--- config.mk ---
export PLATFORM = sky130hd
export DESIGN_NAME = dk3_pocket_vid_out
export DESIGN_NICKNAME = d
export VERILOG_FILES = /design/src/rtl/dk3_video_pkg.sv /design/src/rtl/dk3_vid_stats.sv /design/src/rtl/dk3_pocket_vid_out.sv
export SDC_FILE = /design/constraint.sdc
export NUM_CORES = 1
export LEC_CHECK = 0
export BUFFER_PORTS_ARGS = -buffer_cell sky130_fd_sc_hd__buf_2
export CAP_MARGIN = 20
export CORE_MARGIN = 4
export CORE_UTILIZATION = 35
export CTS_BUF_LIST = sky130_fd_sc_hd__clkbuf_4 sky130_fd_sc_hd__clkbuf_8 sky130_fd_sc_hd__clkbuf_16
export CTS_CLUSTER_DIAMETER = 100
export DETAILED_ROUTE_END_ITERATION = 8
export PLACE_DENSITY_LB_ADDON = 0.05
export SLEW_MARGIN = 5
export SYNTH_ARGS = -nofsm -noshare
export SYNTH_HDL_FRONTEND = slang
export SYNTH_SLANG_ARGS = --single-unit
--- constraint.sdc ---
create_clock -name I_CLK_24M -period 5.9 [get_ports I_CLK_24M]
set_clock_uncertainty 0.15 [all_clocks]
set_input_delay 1.18 -clock I_CLK_24M [delete_from_list [all_inputs] [get_ports I_CLK_24M]]
set_output_delay 1.18 -clock I_CLK_24M [all_outputs]
set_load 0.05 [all_outputs]
--- src/rtl/dk3_video_pkg.sv ---
// Shared constants and helpers for the DK3 video output path.
package dk3_video_pkg;

  localparam int RGB_IN_W     = 4;
  localparam int STAT_W       = 9;
  localparam int HS_DEFER_MAX = 3;
  localparam int DEFER_W      = $clog2(HS_DEFER_MAX + 1);

  // Nibble replication maps 0..F onto the full 0..FF range evenly.
  function automatic logic [2*RGB_IN_W-1:0] expand4to8(input logic [RGB_IN_W-1:0] c);
    return {c, c};
  endfunction

endpackage

--- src/rtl/dk3_vid_stats.sv ---
// Active pixels-per-line and lines-per-frame measurement, advanced on pixel strobes.
module dk3_vid_stats
  import dk3_video_pkg::*;
(
  input  logic              clk,
  input  logic              rst_n,
  input  logic              ce,
  input  logic              de,
  input  logic              vs_edge,
  output logic [STAT_W-1:0] O_LINE_PIX,
  output logic [STAT_W-1:0] O_FRAME_LINES
);

  localparam logic [STAT_W-1:0] STAT_MAX = '1;

  logic [STAT_W-1:0] pix_cnt;
  logic [STAT_W-1:0] line_cnt;
  logic [STAT_W-1:0] line_next;
  logic              de_q;
  logic              line_end;

  // Line count including a line that ends on this strobe, so a VS on the
  // same strobe latches it.
  // NOTE: every always_comb output gets a default first so no path leaves it unassigned (no latch).
  always_comb begin
    line_end  = ~de & de_q;
    line_next = line_cnt;
    if (line_end && line_cnt != STAT_MAX) line_next = line_cnt + STAT_W'(1);
  end

  // NOTE: all clocked state uses <= so every flop samples pre-edge values regardless of statement order.
  always_ff @(posedge clk or negedge rst_n) begin
    if (!rst_n) begin
      pix_cnt       <= '0;
      line_cnt      <= '0;
      de_q          <= 1'b0;
      O_LINE_PIX    <= '0;
      O_FRAME_LINES <= '0;
    end else if (ce) begin
      de_q <= de;
      if (de) begin
        if (pix_cnt != STAT_MAX) pix_cnt <= pix_cnt + STAT_W'(1);
      end else if (line_end) begin
        O_LINE_PIX <= pix_cnt;
        pix_cnt    <= '0;
      end
      if (vs_edge) begin
        O_FRAME_LINES <= line_next;
        line_cnt      <= '0;
      end else begin
        line_cnt <= line_next;
      end
    end
  end

endmodule

--- src/rtl/dk3_pocket_vid_out.sv ---
// DK3 core video to Analogue Pocket scaler bus: strobe, colour expansion,
// single-pixel syncs with HS deferred off the VS pixel, plus line/frame stats.
module dk3_pocket_vid_out
  import dk3_video_pkg::*;
#(
  parameter int HS_DEFER = 1
) (
  input  logic                I_CLK_24M,
  input  logic                I_RESETn,
  input  logic                I_PIX,
  input  logic [RGB_IN_W-1:0] I_R,
  input  logic [RGB_IN_W-1:0] I_G,
  input  logic [RGB_IN_W-1:0] I_B,
  input  logic                I_HSYNCn,
  input  logic                I_VSYNCn,
  input  logic                I_HBLANK,
  input  logic                I_VBLANK,
  output logic                O_PIX_CE,
  output logic [23:0]         O_RGB,
  output logic                O_DE,
  output logic                O_HS,
  output logic                O_VS,
  output logic [STAT_W-1:0]   O_LINE_PIX,
  output logic [STAT_W-1:0]   O_FRAME_LINES
);

  localparam logic [DEFER_W-1:0] DEFER = DEFER_W'(HS_DEFER);

  logic               pix_q;
  logic               hs_q;
  logic               vs_q;
  logic               ce;
  logic               de;
  logic               hs_edge;
  logic               vs_edge;
  logic               hs_fire;
  logic               hs_out;
  logic [DEFER_W-1:0] hs_cnt;
  logic [DEFER_W-1:0] hs_cnt_nxt;

  always_comb begin
    ce      = I_PIX & ~pix_q;
    de      = ~I_HBLANK & ~I_VBLANK;
    hs_edge = hs_q & ~I_HSYNCn;
    vs_edge = vs_q & ~I_VSYNCn;
  end

  // hs_cnt == 0 means nothing pending; a pending HS fires as the count
  // reaches zero, and new edges are ignored while one is pending.
  always_comb begin
    hs_fire    = (hs_cnt != '0) ? (hs_cnt == DEFER_W'(1)) : hs_edge;
    hs_cnt_nxt = hs_cnt;
    hs_out     = 1'b0;
    if (hs_fire && vs_edge) begin
      hs_cnt_nxt = DEFER;
    end else if (hs_cnt != '0) begin
      hs_cnt_nxt = hs_cnt - DEFER_W'(1);
      hs_out     = hs_fire;
    end else begin
      hs_out = hs_fire;
    end
  end

  // Sync history resets high so a low sync at release is not a false edge.
  // NOTE: only control/pipeline flops exist here, so all of them take the async reset.
  always_ff @(posedge I_CLK_24M or negedge I_RESETn) begin
    if (!I_RESETn) begin
      pix_q    <= 1'b1;
      hs_q     <= 1'b1;
      vs_q     <= 1'b1;
      hs_cnt   <= '0;
      O_PIX_CE <= 1'b0;
      O_RGB    <= '0;
      O_DE     <= 1'b0;
      O_HS     <= 1'b0;
      O_VS     <= 1'b0;
    end else begin
      pix_q    <= I_PIX;
      O_PIX_CE <= ce;
      if (ce) begin
        hs_q   <= I_HSYNCn;
        vs_q   <= I_VSYNCn;
        hs_cnt <= hs_cnt_nxt;
        O_RGB  <= de ? {expand4to8(I_R), expand4to8(I_G), expand4to8(I_B)} : 24'h0;
        O_DE   <= de;
        O_HS   <= hs_out;
        O_VS   <= vs_edge;
      end
    end
  end

  dk3_vid_stats u_stats (
    .clk           (I_CLK_24M),
    .rst_n         (I_RESETn),
    .ce            (ce),
    .de            (de),
    .vs_edge       (vs_edge),
    .O_LINE_PIX    (O_LINE_PIX),
    .O_FRAME_LINES (O_FRAME_LINES)
  );

endmodule

==> impl_metrics.toml <==
[logic_synthesis]
synth_cell_types = 37
syn_area_per_cell_um2 = 10.79
ys.flop_type = "dfrtp_1"
synthArstFlopShare = 1.000
syn-num-nets = 268
synth_area_mm2 = 0.002623
synth_seq_cells = 57
synth_edf_count = 0
synth_seq_area_share = 0.5453
postSynthCellCount = 243
yosys_warnings = 0

[layout]
fill_cells = 738
drive_above_1_share = 0.3355
layout.nets = 324
seq_area_mm2 = 0.001430
final_cell_mix = "buf_2, dfrtp_1, nor2_1"
syn2layout_area_growth_pct = 20.47
diodes = 0
layout_commonest_cell = "buf_2"
multi_input_area_mm2 = 0.001028

[floorplanning]
fp-row-count = 31
die-area_mm2 = 0.008942
die_x_um = 94.56
initial_core_util = 0.3616
pin_count = 65
die_y_um = 94.56
core-area_mm2 = 0.007253

[critical_path]
cp.required_ns = 5.97
criticalPathCategory = "in -> reg"
cp_top_family = "simple AND/OR/NAND/NOR gates"
r2r-start = "pix_q$_DFF_PN1_"
r2r_slack_ns = 3.22
start_kind = "input pin"
cpMaxStageDelayCell = "nand2b_1"
worst-path-buf-inv = 2
crit_path_cell_trace = "buf_2, nand2b_1, inv_1, nand2_1, o21ai_0, a32o_1"
r2r_cells = 5
cp_max_fo = 24
slowest_delay_ns = 0.66
r2r_end = "u_stats.line_cnt[8]$_DFFE_PN0N_"
worst-endpoint-arrival_ns = 3.13
cp-end-kind = "flip-flop"

[drt]
wl_per_cell_um = 13.72
drtPass1Iterations = 6
wl_mm = 5.528
dr_total_vias = 1935
drt_iter0_markers = 101
routed_via_density = 4.801
drc = 0
antenna_left = 0

[sta]
finalHoldViolCount = 0
finalSetupViolCount = 0
fin_crit_sh = 0.5188
period_minus_slack_ns = 3.061
tns_ns = 0
drv_slew = 0
fmax_ghz = 0.3267
worst_pin_slew_ns = 0.9364
grt_setup_unrepaired = "false"
hold_ws_ns = 0.3192
worst_slack_ns = 2.839
max_slew_margin = 0.3757

[clock_network]
clkSinkCount = 57
h-tree-depth = 3
clk_latency_ns = 0.33
clk_pin_slew_ns = 0.07
numCtsBuffers = 9
clk_path_buf_depth = 2
cts_resized = 0
ctsHoldBuffers = 0
root_buffer = "clkbuf_8"
cts_setup_buffers = 0
cts_tree = "built"

[worst_hold_path]
min_to = "hs_q$_DFFE_PN1N_"
hp-start = "hs_q$_DFFE_PN1N_"
hp-class = "reg -> reg"
hold-path-cell-count = 2

[placement]
dp_hpwl_mm = 3.739
port_buffers = 64
dp_worst_setup_slack_ns = 2.492
place.gp.congestion = 0.7056

[flow_run]
maxCapViolations = 0

[power]
total_leakage_power_nw = 1.551
irDropWorstVdd_mv = 0.1706
powerDensity_mw_per_mm2 = 386.0
p_total_mw = 1.219

[global_route]
grt_pass1_wl_mm = 9.239
grt_max_degree = 58
grtUsageTotal = 0.1359
gr-total-overflow = 0
antenna_found_initial = 0
grt_pass1_vias = 1916

[status]
outcome = "finished, final reports clean"
## metal layers
layer | track usage | vias to the layer above | wire length (um) | share of wire
met1 | 0.1666 | 943 | 2452 | 0.44
met5 | 0 | - | 0 | 0
met3 | 0.04303 | 4 | 267 | 0.048
met4 | 0.05769 | 0 | 46 | 0.0083
li1 | - | 950 | - | -
met2 | 0.2204 | 38 | 2762 | 0.50
## worst min-delay path, delay by kind of cell, from the launching register on
kind	cells	cell delay, ns
and+or+nand+nor	2	0.10
DFF	1	0.37
## layout make-up
cell class | instances | share of cell area
Timing Repair Buffer | 68 | 0.1109
Sequential cell | 57 | 0.4527
Clock buffer | 11 | 0.04594
Clock inverter | 5 | 0.01743
Inverter | 7 | 0.008317
Multi-Input combinational cell | 156 | 0.3255
Tap cell | 99 | 0.03921
## how the worst max path moves through the flow
stage	startpoint	end	cells past startpoint
global route	I_PIX	u_stats.line_cnt[1]$_DFFE_PN0N_	6
CTS	I_PIX	u_stats.line_cnt[8]$_DFFE_PN0N_	6
global placement	I_PIX	u_stats.line_cnt[8]$_DFFE_PN0N_	6
detailed placement	I_PIX	u_stats.line_cnt[8]$_DFFE_PN0N_	6
floorplan	I_PIX	u_stats.O_LINE_PIX[0]$_DFFE_PN0P_	5
finish	I_PIX	u_stats.line_cnt[8]$_DFFE_PN0N_	6
## cells in the mapped netlist, types with 7 or more instances
cell type  instances  area share
dfrtp_1           54        0.52
nor2_1            26       0.037
nand2_1           16       0.023
a21oi_1           15       0.029
a22o_1            14       0.047
buf_4             13       0.037
xnor2_1           12       0.040
mux2_2            10       0.043
nand3_1            8       0.015
inv_1              7       0.010
nor4_1             7       0.017
## report_power, final
group | leakage (nW) | internal (mW) | switching (mW)
Sequential | 0.741 | 0.454 | 0.0417
Clock | 0.0987 | 0.210 | 0.159
Combinational | 0.711 | 0.0941 | 0.261
## flip-flops by register name, summed over array words and instances (netlist names)
name / count
O_RGB: 12
u_stats.O_FRAME_LINES: 9
u_stats.O_LINE_PIX: 9
u_stats.line_cnt: 9
u_stats.pix_cnt: 9
hs_cnt: 2
O_HS: 1
O_PIX_CE: 1
O_VS: 1
hs_q: 1
pix_q: 1
u_stats.de_q: 1
vs_q: 1
## cells by family after synthesis
family | synth area share
buffers and inverters | 0.06250
XOR/XNOR | 0.04342
adder cells (fa/ha/maj) | 0.02863
flip-flops | 0.5453
multiplexers | 0.05439
AO/OA/AOI/OAI | 0.1145
AND/OR/NAND/NOR | 0.1512
## through the flow
step,utilization,area (um2),cells
CTS,0.4345,3152,402
global placement,0.4069,2952,386
global route,0.4356,3159,403
finish,0.4356,3159,403
floorplan,-,2623,243
detailed placement,0.4069,2952,386
No activity file was read; power rests on OpenSTA's default activity.
